### src/rtl/axi_lite_reg_slave_if.sv
// rtl/axi_lite_reg_slave_if.sv - AXI4-Lite control-port signal bundle with master/slave views
interface axi_lite_reg_slave_if #(
  parameter int ADDR_WIDTH = 4,
  parameter int DATA_WIDTH = 32
);
  logic [ADDR_WIDTH-1:0]   awaddr;
  logic [2:0]              awprot;
  logic                    awvalid;
  logic                    awready;
  logic [DATA_WIDTH-1:0]   wdata;
  logic [DATA_WIDTH/8-1:0] wstrb;
  logic                    wvalid;
  logic                    wready;
  logic [1:0]              bresp;
  logic                    bvalid;
  logic                    bready;
  logic [ADDR_WIDTH-1:0]   araddr;
  logic [2:0]              arprot;
  logic                    arvalid;
  logic                    arready;
  logic [DATA_WIDTH-1:0]   rdata;
  logic [1:0]              rresp;
  logic                    rvalid;
  logic                    rready;

  modport master (
    output awaddr, awprot, awvalid, wdata, wstrb, wvalid, bready,
    output araddr, arprot, arvalid, rready,
    input  awready, wready, bresp, bvalid, arready, rdata, rresp, rvalid
  );

  modport slave (
    input  awaddr, awprot, awvalid, wdata, wstrb, wvalid, bready,
    input  araddr, arprot, arvalid, rready,
    output awready, wready, bresp, bvalid, arready, rdata, rresp, rvalid
  );
endinterface

### src/rtl/axi_lite_reg_slave.sv
// rtl/axi_lite_reg_slave.sv - AXI4-Lite slave register file with flat register bus and write strobes
module axi_lite_reg_slave #(
  parameter int C_S_AXI_DATA_WIDTH = 32,
  parameter int C_S_AXI_ADDR_WIDTH = 4,
  parameter int C_NUM_REGS         = 4
) (
  input  logic                                     S_AXI_ACLK,
  input  logic                                     S_AXI_ARESETN,
  axi_lite_reg_slave_if.slave                      s_axi,
  output logic [C_S_AXI_DATA_WIDTH*C_NUM_REGS-1:0] slv_regs,
  output logic [C_NUM_REGS-1:0]                    wr_pulse
);
  localparam int DW = C_S_AXI_DATA_WIDTH;
  localparam int SW = DW / 8;
  localparam int IW = C_S_AXI_ADDR_WIDTH - 2;
  localparam logic [1:0] RESP_OKAY   = 2'b00;
  localparam logic [1:0] RESP_SLVERR = 2'b10;

  logic          rst_done;
  logic          aw_held;
  logic          w_held;
  logic [IW-1:0] aw_idx;
  logic [DW-1:0] w_data;
  logic [SW-1:0] w_strb;
  logic          bvalid;
  logic [1:0]    bresp;
  logic          rvalid;
  logic [DW-1:0] rdata;
  logic [1:0]    rresp;
  logic [DW-1:0] regs [C_NUM_REGS];

  logic          awready;
  logic          wready;
  logic          arready;
  logic          aw_hs;
  logic          w_hs;
  logic          ar_hs;
  logic [IW-1:0] ar_idx;
  logic          aw_in_range;
  logic          ar_in_range;
  logic [DW-1:0] rd_word;
  logic          unused_bits;

  // A pending B response blocks both write channels so a held write never overtakes it.
  assign awready = rst_done & ~aw_held & ~bvalid;
  assign wready  = rst_done & ~w_held & ~bvalid;
  assign arready = rst_done & ~rvalid;

  assign aw_hs = s_axi.awvalid & awready;
  assign w_hs  = s_axi.wvalid & wready;
  assign ar_hs = s_axi.arvalid & arready;

  assign ar_idx      = s_axi.araddr[C_S_AXI_ADDR_WIDTH-1:2];
  assign aw_in_range = 32'(aw_idx) < 32'(C_NUM_REGS);
  assign ar_in_range = 32'(ar_idx) < 32'(C_NUM_REGS);

  assign s_axi.awready = awready;
  assign s_axi.wready  = wready;
  assign s_axi.arready = arready;
  assign s_axi.bvalid  = bvalid;
  assign s_axi.bresp   = bresp;
  assign s_axi.rvalid  = rvalid;
  assign s_axi.rdata   = rdata;
  assign s_axi.rresp   = rresp;

  assign unused_bits = ^{s_axi.awprot, s_axi.arprot, s_axi.awaddr[1:0], s_axi.araddr[1:0]};

  always_comb begin
    rd_word = '0;
    for (int i = 0; i < C_NUM_REGS; i++) begin
      if (32'(ar_idx) == 32'(i)) rd_word = regs[i];
    end
  end

  always_comb begin
    slv_regs = '0;
    for (int i = 0; i < C_NUM_REGS; i++) begin
      slv_regs[DW*i +: DW] = regs[i];
    end
  end

  always_ff @(posedge S_AXI_ACLK or negedge S_AXI_ARESETN) begin
    if (!S_AXI_ARESETN) begin
      rst_done <= 1'b0;
      aw_held  <= 1'b0;
      w_held   <= 1'b0;
      aw_idx   <= '0;
      w_data   <= '0;
      w_strb   <= '0;
      bvalid   <= 1'b0;
      bresp    <= RESP_OKAY;
      rvalid   <= 1'b0;
      rdata    <= '0;
      rresp    <= RESP_OKAY;
      wr_pulse <= '0;
      for (int i = 0; i < C_NUM_REGS; i++) regs[i] <= '0;
    end else begin
      rst_done <= 1'b1;
      wr_pulse <= '0;

      if (aw_hs) begin
        aw_held <= 1'b1;
        aw_idx  <= s_axi.awaddr[C_S_AXI_ADDR_WIDTH-1:2];
      end
      if (w_hs) begin
        w_held <= 1'b1;
        w_data <= s_axi.wdata;
        w_strb <= s_axi.wstrb;
      end

      if (aw_held && w_held) begin
        aw_held <= 1'b0;
        w_held  <= 1'b0;
        bvalid  <= 1'b1;
        bresp   <= aw_in_range ? RESP_OKAY : RESP_SLVERR;
        for (int i = 0; i < C_NUM_REGS; i++) begin
          if (32'(aw_idx) == 32'(i)) begin
            wr_pulse[i] <= 1'b1;
            for (int b = 0; b < SW; b++) begin
              if (w_strb[b]) regs[i][8*b +: 8] <= w_data[8*b +: 8];
            end
          end
        end
      end else if (bvalid && s_axi.bready) begin
        bvalid <= 1'b0;
      end

      // rd_word reflects the registers before any commit on this same edge.
      if (ar_hs) begin
        rvalid <= 1'b1;
        rdata  <= ar_in_range ? rd_word : '0;
        rresp  <= ar_in_range ? RESP_OKAY : RESP_SLVERR;
      end else if (rvalid && s_axi.rready) begin
        rvalid <= 1'b0;
      end
    end
  end
endmodule

### src/flat_wrapper.sv
// flat-port wrapper written by rule: the top's interface ports become plain ports
module axi_lite_reg_slave_flat 
#(
  parameter int C_S_AXI_DATA_WIDTH = 32,
  parameter int C_S_AXI_ADDR_WIDTH = 4,
  parameter int C_NUM_REGS         = 4
)
  (S_AXI_ACLK, S_AXI_ARESETN, slv_regs, wr_pulse, s_axi_awaddr, s_axi_awprot, s_axi_awvalid, s_axi_wdata, s_axi_wstrb, s_axi_wvalid, s_axi_bready, s_axi_araddr, s_axi_arprot, s_axi_arvalid, s_axi_rready, s_axi_awready, s_axi_wready, s_axi_bresp, s_axi_bvalid, s_axi_arready, s_axi_rdata, s_axi_rresp, s_axi_rvalid);
  axi_lite_reg_slave_if #(.ADDR_WIDTH(4), .DATA_WIDTH(32)) s_axi_i ();
  input  logic S_AXI_ACLK;
  input  logic S_AXI_ARESETN;
  output logic [C_S_AXI_DATA_WIDTH*C_NUM_REGS-1:0] slv_regs;
  output logic [C_NUM_REGS-1:0] wr_pulse;
  input wire logic [$bits(s_axi_i.awaddr)-1:0] s_axi_awaddr;
  input wire logic [$bits(s_axi_i.awprot)-1:0] s_axi_awprot;
  input wire logic [$bits(s_axi_i.awvalid)-1:0] s_axi_awvalid;
  input wire logic [$bits(s_axi_i.wdata)-1:0] s_axi_wdata;
  input wire logic [$bits(s_axi_i.wstrb)-1:0] s_axi_wstrb;
  input wire logic [$bits(s_axi_i.wvalid)-1:0] s_axi_wvalid;
  input wire logic [$bits(s_axi_i.bready)-1:0] s_axi_bready;
  input wire logic [$bits(s_axi_i.araddr)-1:0] s_axi_araddr;
  input wire logic [$bits(s_axi_i.arprot)-1:0] s_axi_arprot;
  input wire logic [$bits(s_axi_i.arvalid)-1:0] s_axi_arvalid;
  input wire logic [$bits(s_axi_i.rready)-1:0] s_axi_rready;
  output wire logic [$bits(s_axi_i.awready)-1:0] s_axi_awready;
  output wire logic [$bits(s_axi_i.wready)-1:0] s_axi_wready;
  output wire logic [$bits(s_axi_i.bresp)-1:0] s_axi_bresp;
  output wire logic [$bits(s_axi_i.bvalid)-1:0] s_axi_bvalid;
  output wire logic [$bits(s_axi_i.arready)-1:0] s_axi_arready;
  output wire logic [$bits(s_axi_i.rdata)-1:0] s_axi_rdata;
  output wire logic [$bits(s_axi_i.rresp)-1:0] s_axi_rresp;
  output wire logic [$bits(s_axi_i.rvalid)-1:0] s_axi_rvalid;
  assign s_axi_i.awaddr = s_axi_awaddr;
  assign s_axi_i.awprot = s_axi_awprot;
  assign s_axi_i.awvalid = s_axi_awvalid;
  assign s_axi_i.wdata = s_axi_wdata;
  assign s_axi_i.wstrb = s_axi_wstrb;
  assign s_axi_i.wvalid = s_axi_wvalid;
  assign s_axi_i.bready = s_axi_bready;
  assign s_axi_i.araddr = s_axi_araddr;
  assign s_axi_i.arprot = s_axi_arprot;
  assign s_axi_i.arvalid = s_axi_arvalid;
  assign s_axi_i.rready = s_axi_rready;
  assign s_axi_awready = s_axi_i.awready;
  assign s_axi_wready = s_axi_i.wready;
  assign s_axi_bresp = s_axi_i.bresp;
  assign s_axi_bvalid = s_axi_i.bvalid;
  assign s_axi_arready = s_axi_i.arready;
  assign s_axi_rdata = s_axi_i.rdata;
  assign s_axi_rresp = s_axi_i.rresp;
  assign s_axi_rvalid = s_axi_i.rvalid;
  axi_lite_reg_slave #(.C_S_AXI_DATA_WIDTH(C_S_AXI_DATA_WIDTH), .C_S_AXI_ADDR_WIDTH(C_S_AXI_ADDR_WIDTH), .C_NUM_REGS(C_NUM_REGS)) u_core (.S_AXI_ACLK(S_AXI_ACLK), .S_AXI_ARESETN(S_AXI_ARESETN), .s_axi(s_axi_i), .slv_regs(slv_regs), .wr_pulse(wr_pulse));
endmodule
### config.mk
export PLATFORM = sky130hd
export DESIGN_NAME = axi_lite_reg_slave_flat
export DESIGN_NICKNAME = d
export VERILOG_FILES = /design/src/rtl/axi_lite_reg_slave_if.sv /design/src/rtl/axi_lite_reg_slave.sv /design/src/flat_wrapper.sv
export SDC_FILE = /design/constraint.sdc
export NUM_CORES = 1
export LEC_CHECK = 0
export ABC_CLOCK_PERIOD_IN_PS = 3800
export CAP_MARGIN = 20
export CORE_ASPECT_RATIO = 0.5
export CORE_MARGIN = 4
export CORE_UTILIZATION = 54
export CTS_CLUSTER_DIAMETER = 100
export CTS_CLUSTER_SIZE = 24
export DETAILED_ROUTE_END_ITERATION = 12
export PLACE_DENSITY = 0.86
export SLEW_MARGIN = 20
export SYNTH_ARGS = -nofsm -noshare
export SYNTH_HDL_FRONTEND = slang
export SYNTH_SLANG_ARGS = --single-unit
### constraint.sdc
create_clock -name S_AXI_ACLK -period 3.8 [get_ports S_AXI_ACLK]
set_clock_uncertainty 0.2 [all_clocks]
set_input_delay 1.14 -clock S_AXI_ACLK [delete_from_list [all_inputs] [get_ports S_AXI_ACLK]]
set_output_delay 1.14 -clock S_AXI_ACLK [all_outputs]
set_load 0.005 [all_outputs]
==> results.py, run 1 <==
metrics = {
    "logic_synthesis": {
        "ys_ff_latch": 207,
        "syn_inst": 571,
        "ys_warn_count": 0,
        "synth_area_per_cell_sq_um": 16.48,
        "synth_top_area_share_pct": 55.05,
        "yosysSeqAreaShare_pct": 55.05,
        "yosysTopAreaCell": "dfrtp_1",
        "synthTopCellsByArea": "dfrtp_1 55%, mux2_4 25%, mux2i_1 6.8%",
        "syn_area_sq_um": 9409,
        "ys_types": 26,
    },
    "layout": {
        "seq_area_sq_um": 5180,
        "antenna_cells": 0,
        "drive_gt1_share_pct": 27.02,
        "fillCellCount": 1102,
        "fin_nets": 838,
        "area_growth_pct": 28.18,
        "final_util_pct": 72.12,
        "multi_input_area_sq_um": 3970,
    },
    "power": {
        "p_leak_nw": 5.738,
        "vdd.ir_drop.worst_mv": 0.3414,
        "power.density_nw_per_um2": 748.5,
    },
    "clocking": {
        "cts_resized": 0,
        "cts.hold.buffers_added": 0,
        "postCtsSetupBuffers": 0,
        "cts.clk_slew.worst_paths_ns": 0.10,
        "htree_levels": 1,
        "numCtsBuffers": 12,
        "clock_latency_ns": 0.46,
        "root_buffer": "clkbuf_16",
        "clock_path_buffers": 3,
        "cts_tree": "built",
        "cts_sinks": 207,
    },
    "global_route": {
        "grt_usage_pct": 22.83,
        "antenna_found_initial": 0,
        "grt_pass1_vias": 6126,
        "grt-ovfl-total": 0,
        "grt_max_degree": 73,
        "grt_pass1_wl_microns": 35630,
    },
    "sta": {
        "period_needed_ns": 3.116,
        "tns_ns": 0,
        "post-route-period-util_pct": 81.99,
        "worstMarginPinSlew_ns": 0.8353,
        "setup_viol": 0,
        "fmax_mhz": 321.0,
        "slew_viol_final": 0,
        "rsz0062_at_grt": "false",
        "finalHoldViolCount": 0,
        "slew_headroom_pct": 44.27,
    },
    "hold_path": {
        "hold_path.class": "flip-flop to flip-flop",
    },
    "floorplan": {
        "core_area_sq_um": 16720,
        "start_util_pct": 56.27,
        "die_w_microns": 194.7,
        "rows": 33,
        "io_pins": 230,
        "dieArea_sq_um": 19730,
        "die_y_microns": 101.3,
    },
    "worst_setup_path": {
        "slowest_stage": "clkdlybuf4s50_1",
        "arrival_ns": 1.78,
        "max_stage_delay_ns": 0.56,
        "critPathRequiredTime_ns": 2.46,
        "cp_max_fo": 7,
        "worstSetupPathType": "flip-flop to primary output",
        "end_kind": "primary output",
        "start_kind": "flip-flop",
        "path_cells": "nor3b_1 -> clkdlybuf4s50_1",
    },
    "detailed_routing": {
        "drtIter0Drc": 216,
        "finalWirelength_microns": 22870,
        "wire_per_inst_microns": 22.69,
        "dr.pass1.iters": 4,
        "vias_per_cell": 5.544,
        "vias": 5588,
        "drc": 0,
        "antenna_left": 0,
    },
    "placement": {
        "place_congestion": 0.7859,
        "io_buffer_count": 215,
        "hpwl_microns": 15530,
    },
    "flow_run": {
        "cap_violations": 0,
    },
    "run_status": {
        "outcome": "complete, no violations",
    },
}
==> layout by cell type, fill, tap and decap left out <==
| cell | n |
|---|---|
| clkdlybuf4s50_1 | 213 |
| dfrtp_1 | 207 |
| mux2_4 | 157 |
| mux2i_1 | 64 |
| nand2_1 | 34 |
| o221ai_1 | 32 |
| nand2_8 | 16 |
| clkbuf_16 | 13 |
| mux2_2 | 9 |
| buf_4 | 7 |
| conb_1 | 5 |
| buf_12 | 4 |
| inv_1 | 3 |
| o21ai_0 | 3 |
| and4b_1 | 2 |
| nand3b_1 | 2 |
| and4bb_1 | 1 |
| nor2b_1 | 1 |
| nor3b_2 | 1 |
| nor3b_1 | 1 |
| and4_1 | 1 |
| nand3_2 | 1 |
| and2_4 | 1 |
| a21o_1 | 1 |
| inv_8 | 1 |
| clkbuf_8 | 1 |
==> sequential cells by signal (all words and copies together), names as in the netlist <==
signal,count
u_core.s_axi.rdata,32
u_core.wr_pulse,4
u_core.w_data,32
u_core.rst_done,1
u_core.slv_regs,128
u_core.w_strb,4
u_core.s_axi.rvalid,1
u_core.aw_held,1
u_core.aw_idx,2
u_core.s_axi.bvalid,1
u_core.w_held,1
==> power breakdown <==
| part | switching (mW) | internal [mW] | total [mW] |
|---|---|---|---|
| clock network | 0.703 | 0.621 | 1.32 |
| registers | 1.02 | 3.12 | 4.14 |
| logic | 1.03 | 2.54 | 3.56 |
==> path summary, 6_finish.rpt <==
check | from | endpoint | slack [ns] | depth (start not counted)
worst max-delay path | u_core.aw_held | s_axi_awready | 0.68 | 2
worst min-delay path | u_core.s_axi.rdata[10] | u_core.s_axi.rdata[10] | 0.30 | 2
worst max register to register | u_core.w_held | u_core.slv_regs[80] | 1.66 | 3
worst min register to register | u_core.s_axi.rdata[10] | u_core.s_axi.rdata[10] | 0.30 | 2
max in group asynchronous | S_AXI_ARESETN | u_core.slv_regs[55] | 2.12 | 2
min in group asynchronous | S_AXI_ARESETN | u_core.slv_regs[99] | 0.47 | 1
==> cells in the mapped netlist <==
library cell and instances:
and4bb_1 1, and4b_1 2, buf_4 4, nand3b_1 2
nand2_8 16, mux2_2 9, buf_8 1, buf_12 3
mux2i_1 64, nand2_1 34, nor2b_1 1, conb_1 2
buf_6 8, buf_2 7, and2_4 1, dfrtp_1 207
inv_1 3, nor3b_2 1, o221ai_1 32, nand3_1 1
o21ai_0 3, mux2_4 157, clkbuf_1 9, a21o_1 1
and4_1 1, nor3b_1 1
==> cell families (layout without fill, tap and decap cells) <==
family / after synthesis / after routing / share of synthesized area [%]
DFF: 207 / 207 / 55.05
and+or+nand+nor: 61 / 61 / 5.785
AOI/OAI and AO/OA: 36 / 36 / 3.218
muxes: 230 / 230 / 32.94
buffers and inverters: 35 / 242 / 2.925
other: 2 / 5 / 0.07982
==> per-stage QoR <==
stage               hold slack (ns)  area (sq um)  instances  power [mW]  worst slack, ns
floorplan                    0.2799          9420        574       5.788            1.547
global placement             0.2675         11720        994       7.576           0.8175
detailed placement           0.2802         11720        994       7.750           0.7481
CTS                          0.3015         12060       1008       9.093           0.6559
global route                 0.3202         12060       1008       9.492           0.5850
finish                       0.2987         12060       1008       9.027           0.6843
==> worst max-delay path, delay by kind of cell (launching register included) <==
family	cells	cell delay, ns
buffers and inverters	1	0.56
flip-flops	1	0.46
AND/OR/NAND/NOR	1	0.30
==> layout make-up <==
class	instances	area share, %
Sequential cell	207	42.95
Timing Repair Buffer	225	18.89
Tap cell	227	2.355
Inverter	3	0.09337
Clock inverter	1	0.09337
Multi-Input combinational cell	332	32.92
Clock buffer	13	2.697
==> per-layer routing <==
metal  part of all wire (%)  track usage (%)  routed length (microns)  vias to the layer above
met3                    4.5            4.154                     1038                       24
li1                       -                -                        -                     2471
met1                     43            30.23                     9781                     2949
met2                     51            40.49                    11640                      144
met4                    1.8            4.536                      404                        0
met5                      0                0                        0                        -
Note: power is estimated with default switching activity, not from simulation.
==> run 2: changes to the inputs <==
- ABC_CLOCK_PERIOD_IN_PS: 3800 -> 3200
- CORE_UTILIZATION: 54 -> 50
- PLACE_DENSITY: 0.86 -> 0.81
- clock period: 3.8 -> 3.2 ns (I/O delays scaled with it)
==> run 2 against run 1 <==
Wire length shrank 1.2%. Count of clock-buffer cells in the layout is the same. Final cell count grew 3.4%. Hold slack lost 0.051 ns. Power grew 19%. Non-clock buffer count grew 2. Utilization shrank 6.2 points. First-iteration DRC count grew 8.8%. Global-route usage shrank 1.7 points. Worst setup slack lost 0.45 ns. Combinational power grew 19%. Critical path type unchanged. Critical endpoint unchanged. Largest power group unchanged.
==> results.py, run 2 (same netlist as run 1, synthesis figures left out) <==
metrics = {
    "power": {
        "power_mw": 10.70,
        "vdd.ir_drop.worst_mv": 0.3937,
        "power.density_nw_per_um2": 880.3,
        "p_leak_nw": 5.766,
    },
    "clocking": {
        "root_buffer": "clkbuf_16",
        "cts_tree": "built",
        "htree_levels": 1,
        "clock_latency_ns": 0.46,
        "cts_sinks": 207,
        "postCtsSetupBuffers": 0,
        "cts.hold.buffers_added": 0,
        "cts_resized": 0,
        "cts.clk_slew.worst_paths_ns": 0.10,
        "clock_path_buffers": 3,
        "numCtsBuffers": 12,
    },
    "floorplan": {
        "rows": 35,
        "io_pins": 230,
        "core_area_sq_um": 18440,
        "dieArea_sq_um": 21210,
        "die_w_microns": 202,
        "start_util_pct": 51.03,
        "die_y_microns": 105,
    },
    "detailed_routing": {
        "vias": 5585,
        "antenna_left": 0,
        "finalWirelength_microns": 22590,
        "wire_per_inst_microns": 21.68,
        "dr.pass1.iters": 4,
        "drc": 0,
        "vias_per_cell": 5.360,
        "drtIter0Drc": 235,
    },
    "flow_run": {
        "cap_violations": 0,
    },
    "global_route": {
        "grt_max_degree": 72,
        "antenna_found_initial": 0,
        "grt-ovfl-total": 0,
        "met3_usage_pct": 3.566,
        "grt_util_met1_pct": 29.15,
        "grt_pass1_wl_microns": 35980,
        "grt.busiest_layer": "met2",
        "gr-usage-met2_pct": 36.03,
        "grt_usage_pct": 21.16,
        "grt_pass1_vias": 6020,
    },
    "sta": {
        "rsz0062_at_grt": "false",
        "fmax_mhz": 337.5,
        "post-route-period-util_pct": 92.61,
        "tns_ns": 0,
        "finalHoldViolCount": 0,
        "worstMarginPinSlew_ns": 0.8200,
        "period_needed_ns": 2.963,
        "slew_viol_final": 0,
        "setup_viol": 0,
        "slew_headroom_pct": 45.29,
    },
    "worst_setup_path": {
        "worst-path-buf-inv": 1,
        "slowest_stage": "clkdlybuf4s50_1",
        "path_cells": "nor3b_1 -> clkdlybuf4s50_1",
        "critPathRequiredTime_ns": 2.04,
        "start_kind": "flip-flop",
        "critPathLaunch": "u_core.aw_held",
        "rr_endpoint": "u_core.slv_regs[65]",
        "end_kind": "primary output",
        "arrival_ns": 1.80,
        "cp_top_family": "buffers and inverters",
        "rr_startpoint": "u_core.w_held",
        "rrSetupSlack_ns": 1.05,
        "worstSetupPathType": "flip-flop to primary output",
        "critPathCapture": "s_axi_awready",
        "ff2ff_path_depth": 3,
        "cp_max_fo": 7,
        "max_stage_delay_ns": 0.58,
        "cp_num_cells": 2,
    },
    "layout": {
        "area_growth_pct": 29.16,
        "most-common-layout-cells": "213 x clkdlybuf4s50_1, 207 x dfrtp_1, 157 x mux2_4",
        "layout_commonest_cell": "clkdlybuf4s50_1",
        "fin_nets": 840,
        "antenna_cells": 0,
        "drive_gt1_share_pct": 27.20,
        "largest_register_ffs": 128,
        "fillCellCount": 1340,
    },
    "run_status": {
        "outcome": "complete, no violations",
    },
    "placement": {
        "hpwl_microns": 15630,
        "io_buffer_count": 215,
        "place_congestion": 0.7690,
    },
    "hold_path": {
        "hold_path.class": "input pin to async pin",
    },
}
==> run 2: cell types whose count changed in the layout (fill, tap and decap cells not counted) <==
cell / previous run / this run
buf_12: 4 / 7
buf_4: 7 / 6
==> run 2: stage by stage <==
step | area, sq um | instances | setup slack (ns) | util [%] | hold WS [ns]
2_1_floorplan | 9420 | 574 | 1.127 | - | 0.2799
3_3_place_gp | 11820 | 1028 | 0.5527 | 64.09 | 0.2680
3_5_place_dp | 11820 | 1028 | 0.5479 | 64.09 | 0.2760
4_1_cts | 12150 | 1042 | 0.2208 | 65.92 | 0.2654
5_1_grt | 12150 | 1042 | 0.1590 | 65.92 | 0.2753
6_report | 12150 | 1042 | 0.2366 | 65.92 | 0.2475
==> run 2: power by group <==
part / leakage, nW / internal (mW) / switching (mW)
Sequential: 2.69 / 3.70 / 1.20
Combinational: 2.91 / 3.02 / 1.19
Clock: 0.166 / 0.737 / 0.838
Total: 5.77 / 7.46 / 3.23
==> run 2: how the worst min path moves through the flow <==
stage               cells after the start                      to  slack (ns)
CTS                                     1   u_core.s_axi.rdata[1]        0.27
global placement                        2  u_core.s_axi.rdata[29]        0.27
finish                                  1      u_core.slv_regs[2]        0.25
floorplan                               2   u_core.s_axi.rdata[0]        0.28
global route                            1      u_core.slv_regs[2]        0.28
detailed placement                      2  u_core.s_axi.rdata[13]        0.28
==> run 2: final cells by class <==
cell class / instances / area, sq um / share of cell area, %
repair buffers: 227 / 2331 / 19.18
well taps: 259 / 324.1 / 2.667
clock buffers: 13 / 325.3 / 2.677
clock inverters: 1 / 11.26 / 0.09266
multi-input cells: 332 / 3970 / 32.67
flip-flops and latches: 207 / 5180 / 42.62
inverters: 3 / 11.26 / 0.09266
==> run 2: routing by layer <==
metal | wire (microns) | part of all wire (%) | up-vias
met5 | 0 | 0 | -
met4 | 350 | 1.5 | 0
met3 | 773 | 3.4 | 27
met2 | 11230 | 50 | 97
met1 | 10240 | 45 | 2976
li1 | - | - | 2485
